### src/rtl/vga_frame_monitor.sv
// VGA receive-side frame monitor: recovers pixel x/y from sampled sync/RGB, checks line and
// frame timing, and reports frame statistics. Define VGA_MON_CRC_EN to add the frame_crc output.
module vga_frame_monitor #(
    parameter int H_ACTIVE = 640,
    parameter int H_FRONT  = 16,
    parameter int H_SYNC   = 96,
    parameter int H_BACK   = 48,
    parameter int V_ACTIVE = 480,
    parameter int V_FRONT  = 10,
    parameter int V_SYNC   = 2,
    parameter int V_BACK   = 33
) (
    input  logic        clk,
    input  logic        reset,
    input  logic        pix_ce,
    input  logic        h_sync,
    input  logic        v_sync,
    input  logic [11:0] rgb,
    input  logic        err_clr,
    output logic        pix_valid,
    output logic [9:0]  pix_x,
    output logic [8:0]  pix_y,
    output logic [11:0] pix_rgb,
    output logic        frame_start,
    output logic        frame_done,
    output logic        locked,
    output logic        err_h,
    output logic        err_v,
    output logic [15:0] frame_count,
    output logic [18:0] dark_count
`ifdef VGA_MON_CRC_EN
    ,
    output logic [15:0] frame_crc
`endif
);
    localparam int H_TOTAL = H_ACTIVE + H_FRONT + H_SYNC + H_BACK;
    localparam int V_TOTAL = V_ACTIVE + V_FRONT + V_SYNC + V_BACK;

    localparam logic [10:0] H_LAST  = 11'(H_TOTAL - 1);
    localparam logic [9:0]  V_LAST  = 10'(V_TOTAL - 1);
    localparam logic [10:0] H_START = 11'(H_SYNC + H_BACK);
    localparam logic [10:0] H_END   = 11'(H_SYNC + H_BACK + H_ACTIVE - 1);
    localparam logic [9:0]  V_START = 10'(V_SYNC + V_BACK);
    localparam logic [9:0]  V_END   = 10'(V_SYNC + V_BACK + V_ACTIVE - 1);
    localparam logic [9:0]  X_LAST  = 10'(H_ACTIVE - 1);
    localparam logic [8:0]  Y_LAST  = 9'(V_ACTIVE - 1);

    typedef enum logic [1:0] {SEARCH, TRACK, LOCKED} state_t;
    state_t state_reg, state_next;

    logic        h_prev_reg, v_prev_reg;
    logic        h_seen_reg, v_seen_reg;
    logic        vs_pend_reg, vs_pend_next;
    logic [10:0] h_cnt_reg, h_cnt_next;
    logic [9:0]  v_cnt_reg, v_cnt_next;
    logic [18:0] acc_reg, acc_next;

    logic       h_fall, v_fall, v_reset, h_bad, v_bad;
    logic       in_win, emit, first_px, last_px, dark;
    logic [9:0] x_next;
    logic [8:0] y_next;

    // Edge detection and raster counters; everything holds on cycles without pix_ce.
    always_comb begin
        h_fall       = pix_ce & h_prev_reg & ~h_sync;
        v_fall       = pix_ce & v_prev_reg & ~v_sync;
        v_reset      = h_fall & (vs_pend_reg | v_fall);
        h_bad        = h_fall & h_seen_reg & (h_cnt_reg != H_LAST);
        v_bad        = v_reset & v_seen_reg & (v_cnt_reg != V_LAST);
        h_cnt_next   = h_cnt_reg;
        v_cnt_next   = v_cnt_reg;
        vs_pend_next = vs_pend_reg;
        if (pix_ce) begin
            if (h_fall)
                h_cnt_next = '0;
            else if (h_cnt_reg != 11'h7FF)
                h_cnt_next = h_cnt_reg + 11'd1;
            if (v_reset) begin
                v_cnt_next   = '0;
                vs_pend_next = 1'b0;
            end else begin
                if (h_fall)
                    v_cnt_next = v_cnt_reg + 10'd1;
                if (v_fall)
                    vs_pend_next = 1'b1;
            end
        end
    end

    // A timing error in the same sample overrides any lock progress.
    always_comb begin
        state_next = state_reg;
        if (h_bad || v_bad) begin
            state_next = SEARCH;
        end else if (v_reset) begin
            case (state_reg)
                SEARCH:  state_next = TRACK;
                TRACK:   state_next = LOCKED;
                default: state_next = state_reg;
            endcase
        end
    end

    always_comb begin
        in_win   = (h_cnt_next >= H_START) && (h_cnt_next <= H_END) &&
                   (v_cnt_next >= V_START) && (v_cnt_next <= V_END);
        emit     = pix_ce & (state_next == LOCKED) & in_win;
        x_next   = 10'(h_cnt_next - H_START);
        y_next   = 9'(v_cnt_next - V_START);
        first_px = emit && (x_next == 10'd0) && (y_next == 9'd0);
        last_px  = emit && (x_next == X_LAST) && (y_next == Y_LAST);
        dark     = (rgb == 12'd0);
        acc_next = acc_reg;
        if (state_next != LOCKED)
            acc_next = '0;
        else if (first_px)
            acc_next = 19'(dark);
        else if (emit)
            acc_next = acc_reg + 19'(dark);
    end

    always_ff @(posedge clk or posedge reset) begin
        if (reset) begin
            state_reg   <= SEARCH;
            h_prev_reg  <= 1'b0;
            v_prev_reg  <= 1'b0;
            h_seen_reg  <= 1'b0;
            v_seen_reg  <= 1'b0;
            vs_pend_reg <= 1'b0;
            h_cnt_reg   <= '0;
            v_cnt_reg   <= '0;
            acc_reg     <= '0;
            pix_valid   <= 1'b0;
            pix_x       <= '0;
            pix_y       <= '0;
            pix_rgb     <= '0;
            frame_start <= 1'b0;
            frame_done  <= 1'b0;
            err_h       <= 1'b0;
            err_v       <= 1'b0;
            frame_count <= '0;
            dark_count  <= '0;
        end else begin
            state_reg   <= state_next;
            h_cnt_reg   <= h_cnt_next;
            v_cnt_reg   <= v_cnt_next;
            vs_pend_reg <= vs_pend_next;
            acc_reg     <= acc_next;
            if (pix_ce) begin
                h_prev_reg <= h_sync;
                v_prev_reg <= v_sync;
            end
            if (h_fall)
                h_seen_reg <= 1'b1;
            if (v_reset)
                v_seen_reg <= 1'b1;
            pix_valid   <= emit;
            frame_start <= first_px;
            frame_done  <= last_px;
            if (emit) begin
                pix_x   <= x_next;
                pix_y   <= y_next;
                pix_rgb <= rgb;
            end
            if (last_px) begin
                dark_count  <= acc_next;
                frame_count <= frame_count + 16'd1;
            end
            // A new error beats a simultaneous clear.
            err_h <= h_bad | (err_h & ~err_clr);
            err_v <= v_bad | (err_v & ~err_clr);
        end
    end

    assign locked = (state_reg == LOCKED);

`ifdef VGA_MON_CRC_EN
    function automatic logic [15:0] crc_step12(input logic [15:0] crc_in, input logic [11:0] data);
        logic [15:0] c;
        c = crc_in;
        for (int i = 11; i >= 0; i--) begin
            if (c[15] ^ data[i])
                c = {c[14:0], 1'b0} ^ 16'h1021;
            else
                c = {c[14:0], 1'b0};
        end
        return c;
    endfunction

    logic [15:0] crc_reg, crc_upd;

    assign crc_upd = crc_step12(first_px ? 16'hFFFF : crc_reg, rgb);

    always_ff @(posedge clk or posedge reset) begin
        if (reset) begin
            crc_reg   <= '0;
            frame_crc <= '0;
        end else begin
            if (emit)
                crc_reg <= crc_upd;
            if (last_px)
                frame_crc <= crc_upd;
        end
    end
`endif

endmodule

### config.mk
export PLATFORM = sky130hd
export DESIGN_NAME = vga_frame_monitor
export DESIGN_NICKNAME = d
export VERILOG_FILES = /design/src/rtl/vga_frame_monitor.sv
export SDC_FILE = /design/constraint.sdc
export NUM_CORES = 1
export LEC_CHECK = 0
export ABC_AREA = 1
export BUFFER_PORTS_ARGS = -buffer_cell sky130_fd_sc_hd__buf_2
export CORE_ASPECT_RATIO = 0.9
export CORE_MARGIN = 2
export CORE_UTILIZATION = 41
export CTS_CLUSTER_DIAMETER = 150
export DETAILED_ROUTE_END_ITERATION = 6
export REMOVE_ABC_BUFFERS = 1
export SLEW_MARGIN = 20
export SYNTH_ARGS = -nofsm -noshare
export SYNTH_HDL_FRONTEND = slang
export SYNTH_SLANG_ARGS = --single-unit
export TNS_END_PERCENT = 30
### constraint.sdc
create_clock -name clk -period 4.33 [get_ports clk]
set_input_delay 0.866 -clock clk [delete_from_list [all_inputs] [get_ports clk]]
set_output_delay 0.866 -clock clk [all_outputs]
set_load 0.03 [all_outputs]
==> summary.md, run 1 <==
| Metric | Value |
|---|---|
| Outcome | `completed` |
| Clock tree buffer depth | `2` |
| Ant diodes | `0` |
| Number of DRC markers in iteration 0 | `358` |
| Mapped Avg Cell Area | `7.59 sq um` |
| Critical-path maximum fanout | `26` |
| Setup TNS | `0 ps` |
| Area of the multi-input gates | `3370 sq um` |
| GR Util All Layers | `0.190` |
| Main synth FF type | `dfrtp_1` |
| IO Count | `90` |
| Flop-to-flop setup slack | `630 ps` |
| Met3 Usage GRT | `0.0415` |
| M2 GR Usage | `0.275` |
| DRC viols | `0` |
| Routed WL per cell | `13.3 um` |
| FF+latch count, synth | `118` |
| Area growth from synthesis to layout | `17.1%` |
| Final setup viols | `0` |
| Total Wirelength | `16600 um` |
| Mapped cell area | `7030 sq um` |
| Grt ovf | `0` |
| Initial antenna violation count | `0` |
| Share of Yosys cell area claimed by the top area cell type | `0.420` |
| Worst-case reg-to-reg path depth | `17` |
| ANT nets after route | `0` |
| Yosys warnings | `0` |
| CP Launch Type | `flip-flop` |
| Post-Syn Instances | `926` |
| TritonRoute pass-1 iters | `5` |
| Cell area power density | `498 nW/um^2` |
| Fill cell count | `1641` |
| Cell leakage power | `0.00432 uW` |
| Reg clk slew, reported paths | `50 ps` |
| Clock root buffer | `clkbuf_16` |
| Crit path kind | `flip-flop to flip-flop` |
| Comb power frac | `0.309` |
| Period utilisation layout | `0.855` |
| Max-cap violations | `0` |
| CTS tree | `yes` |
| Die X | `142 um` |
| Reg-to-reg endpoint | `frame_count[7]` |
| Global-route wire length before repair | `27400 um` |
| Worst vdd ir | `0.309 mV` |
| RePlAce Congestion | `0.845` |
| Worst Hold End | `v_seen_reg` |
| Post-synthesis cell type count | `39` |
| Fin crit period | `3700 ps` |
| Vias in the first global route | `5471` |
| Post-CTS setup buffer count | `0` |
| Crit. End Element | `flip-flop` |
| Sw Pwr | `1530 uW` |
| Vias per cell | `4.80` |
| Synth async-reset ratio | `1.00` |
| Slew HR | `0.592` |
| WP data required | `4620 ps` |
| Hold_buf cts | `0` |
| Sequential cell area | `2950 sq um` |
| Internal power | `2570 uW` |
| Largest net degree at the start of global routing | `74` |
| Number of buffers created by CTS | `17` |
| Number of port buffers | `89` |
| Hold WC Path Type | `flip-flop to flip-flop` |
| Post-synth top area cell | `dfrtp_1` |
| Clock power frac | `0.353` |
| Slew Viols, Final | `0` |
| GR peak layer | `met1` |
| Site Rows | `45` |
| Sequential power share | `0.338` |
| Worst hold slack | `449 ps` |
| Fin. Hold Viols | `0` |
| HP Start | `v_seen_reg` |
| Chip height | `128 um` |
| Clock sink count | `118` |
| Core Area | `16800 sq um` |
| RSZ-0062 raised after global routing | `false` |
| Slew @ Worst Pin | `612 ps` |
| Switching share of power | `0.373` |
| Clock skew | `6.87 ps` |
| DP Wirelength | `12100 um` |
| Initial Util | `0.418` |
| PostCTS Resize Cnt | `0` |
| H-tree depth | `4` |
| Die ar. | `18200 sq um` |
| EDFF count, synth | `0` |
| Clk_lat worst skew | `410 ps` |
| M1 GR Usage | `0.284` |
| R2r startpoint | `h_cnt_reg[0]` |
| FMAX | `0.270 GHz` |
| Critical Path AT | `3990 ps` |
| Share of layout cells above drive strength 1 | `0.194` |
| Leading post-synthesis cells by cell area | `dfrtp_1 (42%), nand2_1 (15%), inv_1 (7.0%)` |
| Nets@finish | `1052` |
| Post-synthesis sequential area ratio | `0.420` |
| WHS Path Cells | `2` |
| Total number of vias | `5961` |
[critical path, stage by stage, from the launching register on]
cell and delay, ps:
dfrtp_1 400, ha_1 240, nand2_1 90, nor2_1 170
nand3_1 370, nand2_1 180, nand3_1 90, nand2_2 130
ha_1 250, nand3_1 100, nor3_1 320, nor2_2 120
nor2_8 180, nand4_4 150, inv_2 80, nand2_2 320
o21ai_0 290, nand2_1 70
[cell usage in the layout (no fill, tap or decap), drive strengths merged, types with 4 or more instances in the layout]
master,netlist,routed
buf,21,97
clkbuf,1,23
dfrtp,118,118
ha,14,14
inv,140,140
nand2,292,292
nand3,91,91
nand3b,6,6
nand4,38,38
nor2,91,91
nor3,19,19
o21ai,62,62
xnor2,4,4
xor2,18,18
[how the worst max path moves through the flow]
| stage | startpoint | cells after the start | end | slack, ps |
|---|---|---|---|---|
| after global placement | h_sync | 20 | frame_count[8] | 650 |
| after detailed placement | h_sync | 20 | frame_count[7] | 530 |
| after floorplan | reset | 1 | acc_reg[0] | 330 |
| after CTS | h_cnt_reg[0] | 17 | frame_count[7] | 630 |
| final | h_cnt_reg[0] | 17 | frame_count[7] | 630 |
| after global routing | h_cnt_reg[0] | 17 | frame_count[7] | 290 |
[kinds of logic after synthesis]
logic type | after synthesis | synth area share
compound gates | 69 | 0.0610
xor+xnor | 22 | 0.0274
fa+ha+maj | 14 | 0.0249
buf+inv | 162 | 0.101
flops | 118 | 0.420
simple gates | 541 | 0.366
[stage by stage]
| stage | area (sq um) | utilization | instances | power (uW) | setup WS [ps] |
|---|---|---|---|---|---|
| after floorplan | 6850 | - | 904 | 2310 | 335 |
| after global placement | 7630 | 0.453 | 1212 | 2670 | 647 |
| after detailed placement | 7630 | 0.453 | 1212 | 2670 | 531 |
| after CTS | 8230 | 0.489 | 1243 | 4130 | 632 |
| after global routing | 8230 | 0.489 | 1243 | 4350 | 293 |
| final | 8230 | 0.489 | 1243 | 4100 | 629 |
[cell usage after synthesis (2+ instances only)]
cell / instances
nand4_4: 2
o21bai_1: 2
nor2_8: 3
inv_1: 131
nand3b_1: 6
buf_2: 9
nor3_1: 19
o21ai_0: 26
nor2_4: 3
inv_2: 9
nor2_2: 12
o21ai_1: 25
nand2_4: 2
nand3_1: 79
buf_6: 10
nor2_1: 73
nand2_1: 275
ha_1: 14
nand3_4: 3
nand2_2: 15
o21ai_2: 10
xnor2_1: 4
nor3b_1: 2
xor2_1: 18
nand4_1: 35
nand3_2: 9
dfrtp_1: 118
[per-layer routing]
metal	vias to the layer above	part of all wire
li1	3122	-
met3	12	0.047
met5	-	0
met4	0	0.010
met1	2689	0.53
met2	138	0.41
[power by group through the flow]
stage / registers [uW] / clock network [uW] / logic (uW)
after CTS: 1390 / 1470 / 1270
after global routing: 1410 / 1520 / 1430
after global placement: 1400 / 0 / 1270
final: 1390 / 1450 / 1270
after floorplan: 1570 / 0 / 740
after detailed placement: 1400 / 0 / 1270
[final cells by class]
class	instances	area share
multi-input cells	646	0.409
flip-flops and latches	118	0.359
inverters	140	0.0641
repair buffers	97	0.0629
clock buffers	23	0.0581
well taps	211	0.0321
clock inverters	8	0.0149
Note: power is estimated with default switching activity, not from simulation.
==> run 2, diff against run 1 <==
PLACE_DENSITY = 0.66   (was unset)
==> summary.md, run 2 (synthesis results as in run 1) <==
| Metric | Value |
|---|---|
| Cell leakage power | `0.00438 uW (+1.4%)` |
| Slew Viols, Final | `0 (unchanged)` |
| Met3 Usage GRT | `0.0426 (+0.00112)` |
| Routed WL per cell | `13.3 um (about the same)` |
| CP Launch Type | `flip-flop` |
| Core Util, Final | `0.495 (+0.00624)` |
| FMAX | `0.276 GHz (+2.0%)` |
| DP Wirelength | `11900 um (-1.9%)` |
| RePlAce Congestion | `0.873 (+3.2%)` |
| Clock tree buffer depth | `2 (unchanged)` |
| Worst hold slack | `451 ps (+1.46 ps)` |
| Clock power frac | `0.391 (+0.038)` |
| Internal power | `2830 uW (+10%)` |
| Fin area | `8340 sq um (+1.3%)` |
| GR peak layer | `met1` |
| Hold WC Path Type | `flip-flop to flip-flop` |
| Core Area | `16800 sq um (unchanged)` |
| Clock skew | `9.83 ps (+2.96 ps)` |
| Worst vdd ir | `0.287 mV (-7.1%)` |
| Die X | `142 um (unchanged)` |
| Number of port buffers | `89 (unchanged)` |
| M1 GR Usage | `0.282 (-0.00214)` |
| Clk_lat worst skew | `420 ps (about the same)` |
| Setup TNS | `0 ps (unchanged)` |
| Crit path kind | `flip-flop to flip-flop` |
| Reg clk slew, reported paths | `50 ps (about the same)` |
| Share of layout cells above drive strength 1 | `0.195 (+0.00116)` |
| Global-route wire length before repair | `28000 um (+1.9%)` |
| DRC viols | `0 (unchanged)` |
| Comb power frac | `0.290 (-0.019)` |
| Post-CTS setup buffer count | `0 (unchanged)` |
| Ant diodes | `0 (unchanged)` |
| Max-cap violations | `0 (unchanged)` |
| ANT nets after route | `0 (unchanged)` |
| Total number of vias | `6056 (+1.6%)` |
| IO Count | `90 (unchanged)` |
| Crit. End Element | `flip-flop` |
| Power Total | `4350 uW (+6.0%)` |
| Critical Path AT | `3930 ps (-60 ps)` |
| RSZ-0062 raised after global routing | `false` |
| Total Wirelength | `16500 um (-0.18%)` |
| Initial antenna violation count | `0 (unchanged)` |
| Commonest non-fill, non-tap cell in the layout | `nand2_1` |
| Clock sink count | `118 (unchanged)` |
| Fin crit period | `3630 ps (-74.3 ps)` |
| Sequential power share | `0.319 (-0.019)` |
| GR Util All Layers | `0.193 (+0.00358)` |
| Clock root buffer | `clkbuf_16` |
| Cell area power density | `522 nW/um^2 (+4.7%)` |
| Sw Pwr | `1520 uW (-0.94%)` |
| WP data required | `4630 ps (about the same)` |
| Nets@finish | `1051 (-0.095%)` |
| Slew HR | `0.391 (-0.201)` |
| Vias per cell | `4.88 (+1.7%)` |
| M2 GR Usage | `0.280 (+0.00512)` |
| Fin. Hold Viols | `0 (unchanged)` |
| Die ar. | `18200 sq um (unchanged)` |
| CTS tree | `yes` |
| Number of buffers created by CTS | `17 (unchanged)` |
| Outcome | `completed` |
| Initial Util | `0.418 (unchanged)` |
| PostCTS Resize Cnt | `0 (unchanged)` |
| Grt ovf | `0 (unchanged)` |
| Chip height | `128 um (unchanged)` |
| Hold_buf cts | `0 (unchanged)` |
| TritonRoute pass-1 iters | `5 (unchanged)` |
| Commonest cells after routing, fill and taps aside | `nand2_1 (275), inv_1 (130), dfrtp_1 (118)` |
| Placed Area | `7620 sq um (about the same)` |
| Critical-path maximum fanout | `26 (unchanged)` |
| Switching share of power | `0.349 (-0.0245)` |
| Slew @ Worst Pin | `914 ps (+302 ps)` |
| H-tree depth | `4 (unchanged)` |
| Vias in the first global route | `5644 (+3.2%)` |
| Site Rows | `45 (unchanged)` |
| Period utilisation layout | `0.838 (-0.0172)` |
| Largest net degree at the start of global routing | `73 (-1.4%)` |
| Number of DRC markers in iteration 0 | `364 (+1.7%)` |
| Area growth from synthesis to layout | `18.6%` |
| Final setup viols | `0 (unchanged)` |
## run 2: changes by cell type in the layout (fill, tap and decap cells not counted), sizes merged
cell      change
bufinv        +4
clkinvlp      -3
buf           -1
clkinv        -1
## run 2: cell type report
class	count	area [sq um]
fillers	1578	8500
multi-input cells	646	3370
flip-flops and latches	118	2950
inverters	140	528
repair buffers	96	510
clock buffers	23	498
well taps	211	264
clock inverters	8	215
## run 2: routing by layer
layer | routed length, um | part of all wire | up-vias
met4 | 269 | 0.016 | 0
met3 | 934 | 0.056 | 18
met5 | 0 | 0 | -
met1 | 8390 | 0.51 | 2745
met2 | 6940 | 0.42 | 168
li1 | - | - | 3125
## run 2: power groups by stage
| stage | registers (uW) | clock network, uW | logic, uW |
|---|---|---|---|
| floorplan | 1570 | 0 | 740 |
| global placement | 1400 | 0 | 1250 |
| detailed placement | 1400 | 0 | 1250 |
| CTS | 1390 | 1730 | 1260 |
| global route | 1410 | 1780 | 1420 |
| finish | 1390 | 1700 | 1260 |
## run 2: worst paths after layout
kind	end	cells past startpoint	start	slack (ps)
min in group asynchronous	pix_rgb[0]	2	reset	650
max	frame_count[8]	17	h_cnt_reg[0]	700
max reg2reg	frame_count[8]	17	h_cnt_reg[0]	700
min reg2reg	v_seen_reg	2	v_seen_reg	450
min	v_seen_reg	2	v_seen_reg	450
max in group asynchronous	frame_count[3]	3	reset	2900
## run 2: critical path: stages, from the launching register on
cell	delay (ps)
dfrtp_1	400
ha_1	240
nand2_1	90
nor2_1	160
nand3_1	350
nand2_1	170
nand3_1	90
nand2_2	130
ha_1	260
nand3_1	100
nor3_1	320
nor2_2	120
nor2_8	190
nand4_4	150
inv_2	80
nand2_2	310
o21ai_0	280
nand2_1	80
## run 2: through the flow
step           std cells  worst slack [ps]
2_1_floorplan        904               335
3_3_place_gp        1211               648
3_5_place_dp        1211               534
4_1_cts             1242               679
5_1_grt             1242               148
6_report            1242               703
==> run 3, diff against run 2 <==
clock period = 3.7 ns   (was 4.33 ns; I/O delays follow)
==> summary.md, run 3 (synthesis results as in run 1) <==
| Metric | Value |
|---|---|
| Outcome | `completed` |
| Worst vdd ir | `0.382 mV (+33%)` |
| Worst Hold End | `v_seen_reg` |
| Initial Util | `0.418 (unchanged)` |
| Clock power frac | `0.333 (-0.058)` |
| Largest net degree at the start of global routing | `119 (+63%)` |
| Critical-path maximum fanout | `12 (-54%)` |
| HP Start | `v_seen_reg` |
| Power Total | `4680 uW (+7.6%)` |
| GR Util All Layers | `0.191 (-0.00290)` |
| R2r startpoint | `h_cnt_reg[0]` |
| WHS Path Cells | `2 (unchanged)` |
| Clock sink count | `118 (unchanged)` |
| GR peak layer | `met1` |
| Clock skew | `7.09 ps (-2.74 ps)` |
| Flop-to-flop setup slack | `390 ps (-310 ps)` |
| Nets@finish | `1061 (+0.95%)` |
| Number of port buffers | `89 (unchanged)` |
| DP Wirelength | `11800 um (-0.87%)` |
| Cell area power density | `565 nW/um^2 (+8.3%)` |
| Die X | `142 um (unchanged)` |
| Setup TNS | `0 ps (unchanged)` |
| Fin crit period | `3310 ps (-317 ps)` |
| Number of DRC markers in iteration 0 | `488 (+34%)` |
| Critical Path AT | `3630 ps (-300 ps)` |
| DRC viols | `0 (unchanged)` |
| Total Wirelength | `16400 um (-0.73%)` |
| Core Area | `16800 sq um (unchanged)` |
| FMAX | `0.302 GHz (+9.6%)` |
| Slew HR | `0.574 (+0.183)` |
| M2 GR Usage | `0.262 (-0.0176)` |
| TritonRoute pass-1 iters | `5 (unchanged)` |
| Initial antenna violation count | `0 (unchanged)` |
| Final worst-path setup slack | `390 ps (-313 ps)` |
| Slew @ Worst Pin | `639 ps (-275 ps)` |
| Worst-case reg-to-reg path depth | `21 (+4)` |
| Crit path kind | `flip-flop to flip-flop` |
| Internal power | `2840 uW (+0.21%)` |
| Reg-to-reg endpoint | `dark_count[14]` |
| Chip height | `128 um (unchanged)` |
| Max-cap violations | `0 (unchanged)` |
| CP Launch Type | `flip-flop` |
| CP peak stage delay | `410 ps (about the same)` |
| Die ar. | `18200 sq um (unchanged)` |
| Commonest cells after routing, fill and taps aside | `nand2_1 (275), inv_1 (130), dfrtp_1 (118)` |
| IO Count | `90 (unchanged)` |
| WP data required | `4020 ps (-610 ps)` |
| CP cell instances | `ha_1, nand2_1, nor2_1, nand3_2, nand2_1, nand3_1, nand2_2, inv_1, ha_1, nand3_1, nand3_1, nand2_2, nand3_1, nor2_1, nand2_1, nor2_1, nand2_2, nand2_2, inv_2, nand3_1, nand2_1` |
| RSZ-0062 raised after global routing | `false` |
| Clock root buffer | `clkbuf_16` |
| Site Rows | `45 (unchanged)` |
| Clk_lat worst skew | `420 ps (about the same)` |
| Total number of vias | `6118 (+1.0%)` |
| Reg clk slew, reported paths | `60 ps (about the same)` |
| Met3 Usage GRT | `0.0430 (+0.000374)` |
| ANT nets after route | `0 (unchanged)` |
| Sw Pwr | `1840 uW (+21%)` |
| Grt ovf | `0 (unchanged)` |
| Hold WC Path Type | `flip-flop to flip-flop` |
| RePlAce Congestion | `0.879 (+0.74%)` |
| Final setup viols | `0 (unchanged)` |
| Vias in the first global route | `5610 (-0.60%)` |
| Sequential power share | `0.346 (+0.027)` |
| Number of buffers created by CTS | `17 (unchanged)` |
| Cell leakage power | `0.00435 uW (-0.73%)` |
| CP max-delay cell | `dfrtp_1` |
| Switching share of power | `0.393 (+0.0447)` |
| Ant diodes | `0 (unchanged)` |
| M1 GR Usage | `0.285 (+0.00353)` |
| Area growth from synthesis to layout | `17.8%` |
| CTS tree | `yes` |
| Worst path most repeated cell | `nand3_1` |
| Commonest non-fill, non-tap cell in the layout | `nand2_1` |
| Setup slack after placement | `155 ps (-379 ps)` |
| Crit. End Element | `flip-flop` |
| Clock tree buffer depth | `2 (unchanged)` |
| Slew Viols, Final | `0 (unchanged)` |
| H-tree depth | `4 (unchanged)` |
| Share of layout cells above drive strength 1 | `0.205 (+0.0104)` |
| Global-route wire length before repair | `27500 um (-1.7%)` |
| Vias per cell | `4.88 (+0.14%)` |
| Routed WL per cell | `13.1 um (-1.6%)` |
| Fin. Hold Viols | `0 (unchanged)` |
| Comb power frac | `0.321 (+0.031)` |
| Period utilisation layout | `0.895 (+0.0570)` |
| Core Util, Final | `0.492 (-0.00327)` |
[run 3: cell types whose count changed in the layout (fill, tap and decap cells not counted), moves of 2 or more]
cell / change
clkbuf_8: -5
buf_4: +8
clkinv_2: +2
clkinvlp_4: +8
inv_6: +3
bufinv_16: -6
[run 3: cell type report]
| type | instances | area, sq um |
|---|---|---|
| fillers | 1611 | 8550 |
| multi-input cells | 646 | 3380 |
| flip-flops and latches | 118 | 2950 |
| repair buffers | 106 | 602 |
| inverters | 140 | 528 |
| clock buffers | 17 | 425 |
| well taps | 211 | 264 |
| clock inverters | 15 | 131 |
[run 3: routing by layer]
metal,routed length (um),part of all wire
met4,374,0.023
met3,935,0.057
met1,8480,0.52
met2,6630,0.40
met5,0,0
[run 3: how the worst max path moves through the flow]
stage                 start               to  slack [ps]  cells past startpoint
6_report       h_cnt_reg[0]   dark_count[14]         390                     21
5_1_grt        h_cnt_reg[0]   dark_count[11]          30                     21
3_5_place_dp         pix_ce   frame_count[4]         160                     19
4_1_cts        h_cnt_reg[0]  frame_count[10]         210                     17
2_1_floorplan         reset       acc_reg[0]        -170                      1
3_3_place_gp         pix_ce  frame_count[10]         210                     19
[run 3: per-stage QoR]
step	instance area (sq um)	std cells	hold slack [ps]
final	8280	1253	447
after global routing	8280	1253	483
after CTS	8250	1252	454
after detailed placement	7690	1220	439
after global placement	7690	1220	433
after floorplan	6850	904	423
[run 3: repair_timing]
action / 4_1_cts / 5_1_grt
buffers inserted: 0 / 1
hold buffers: 0 / 0
endpoints found under the setup margin: 0 / 52
gates resized for setup: 0 / 3
[run 3: power by group through the flow]
stage	logic, uW	clock network (uW)	registers (uW)
finish	1500	1560	1620
global route	1680	1650	1650
CTS	1500	1590	1620
detailed placement	1490	0	1640
global placement	1480	0	1640
floorplan	866	0	1840
[run 3: worst max-delay path, delay by kind of cell (launching register included)]
kind / cells / cell delay (ps)
fa+ha+maj: 2 / 460
buf+inv: 2 / 250
simple gates: 17 / 2070
flops: 1 / 410
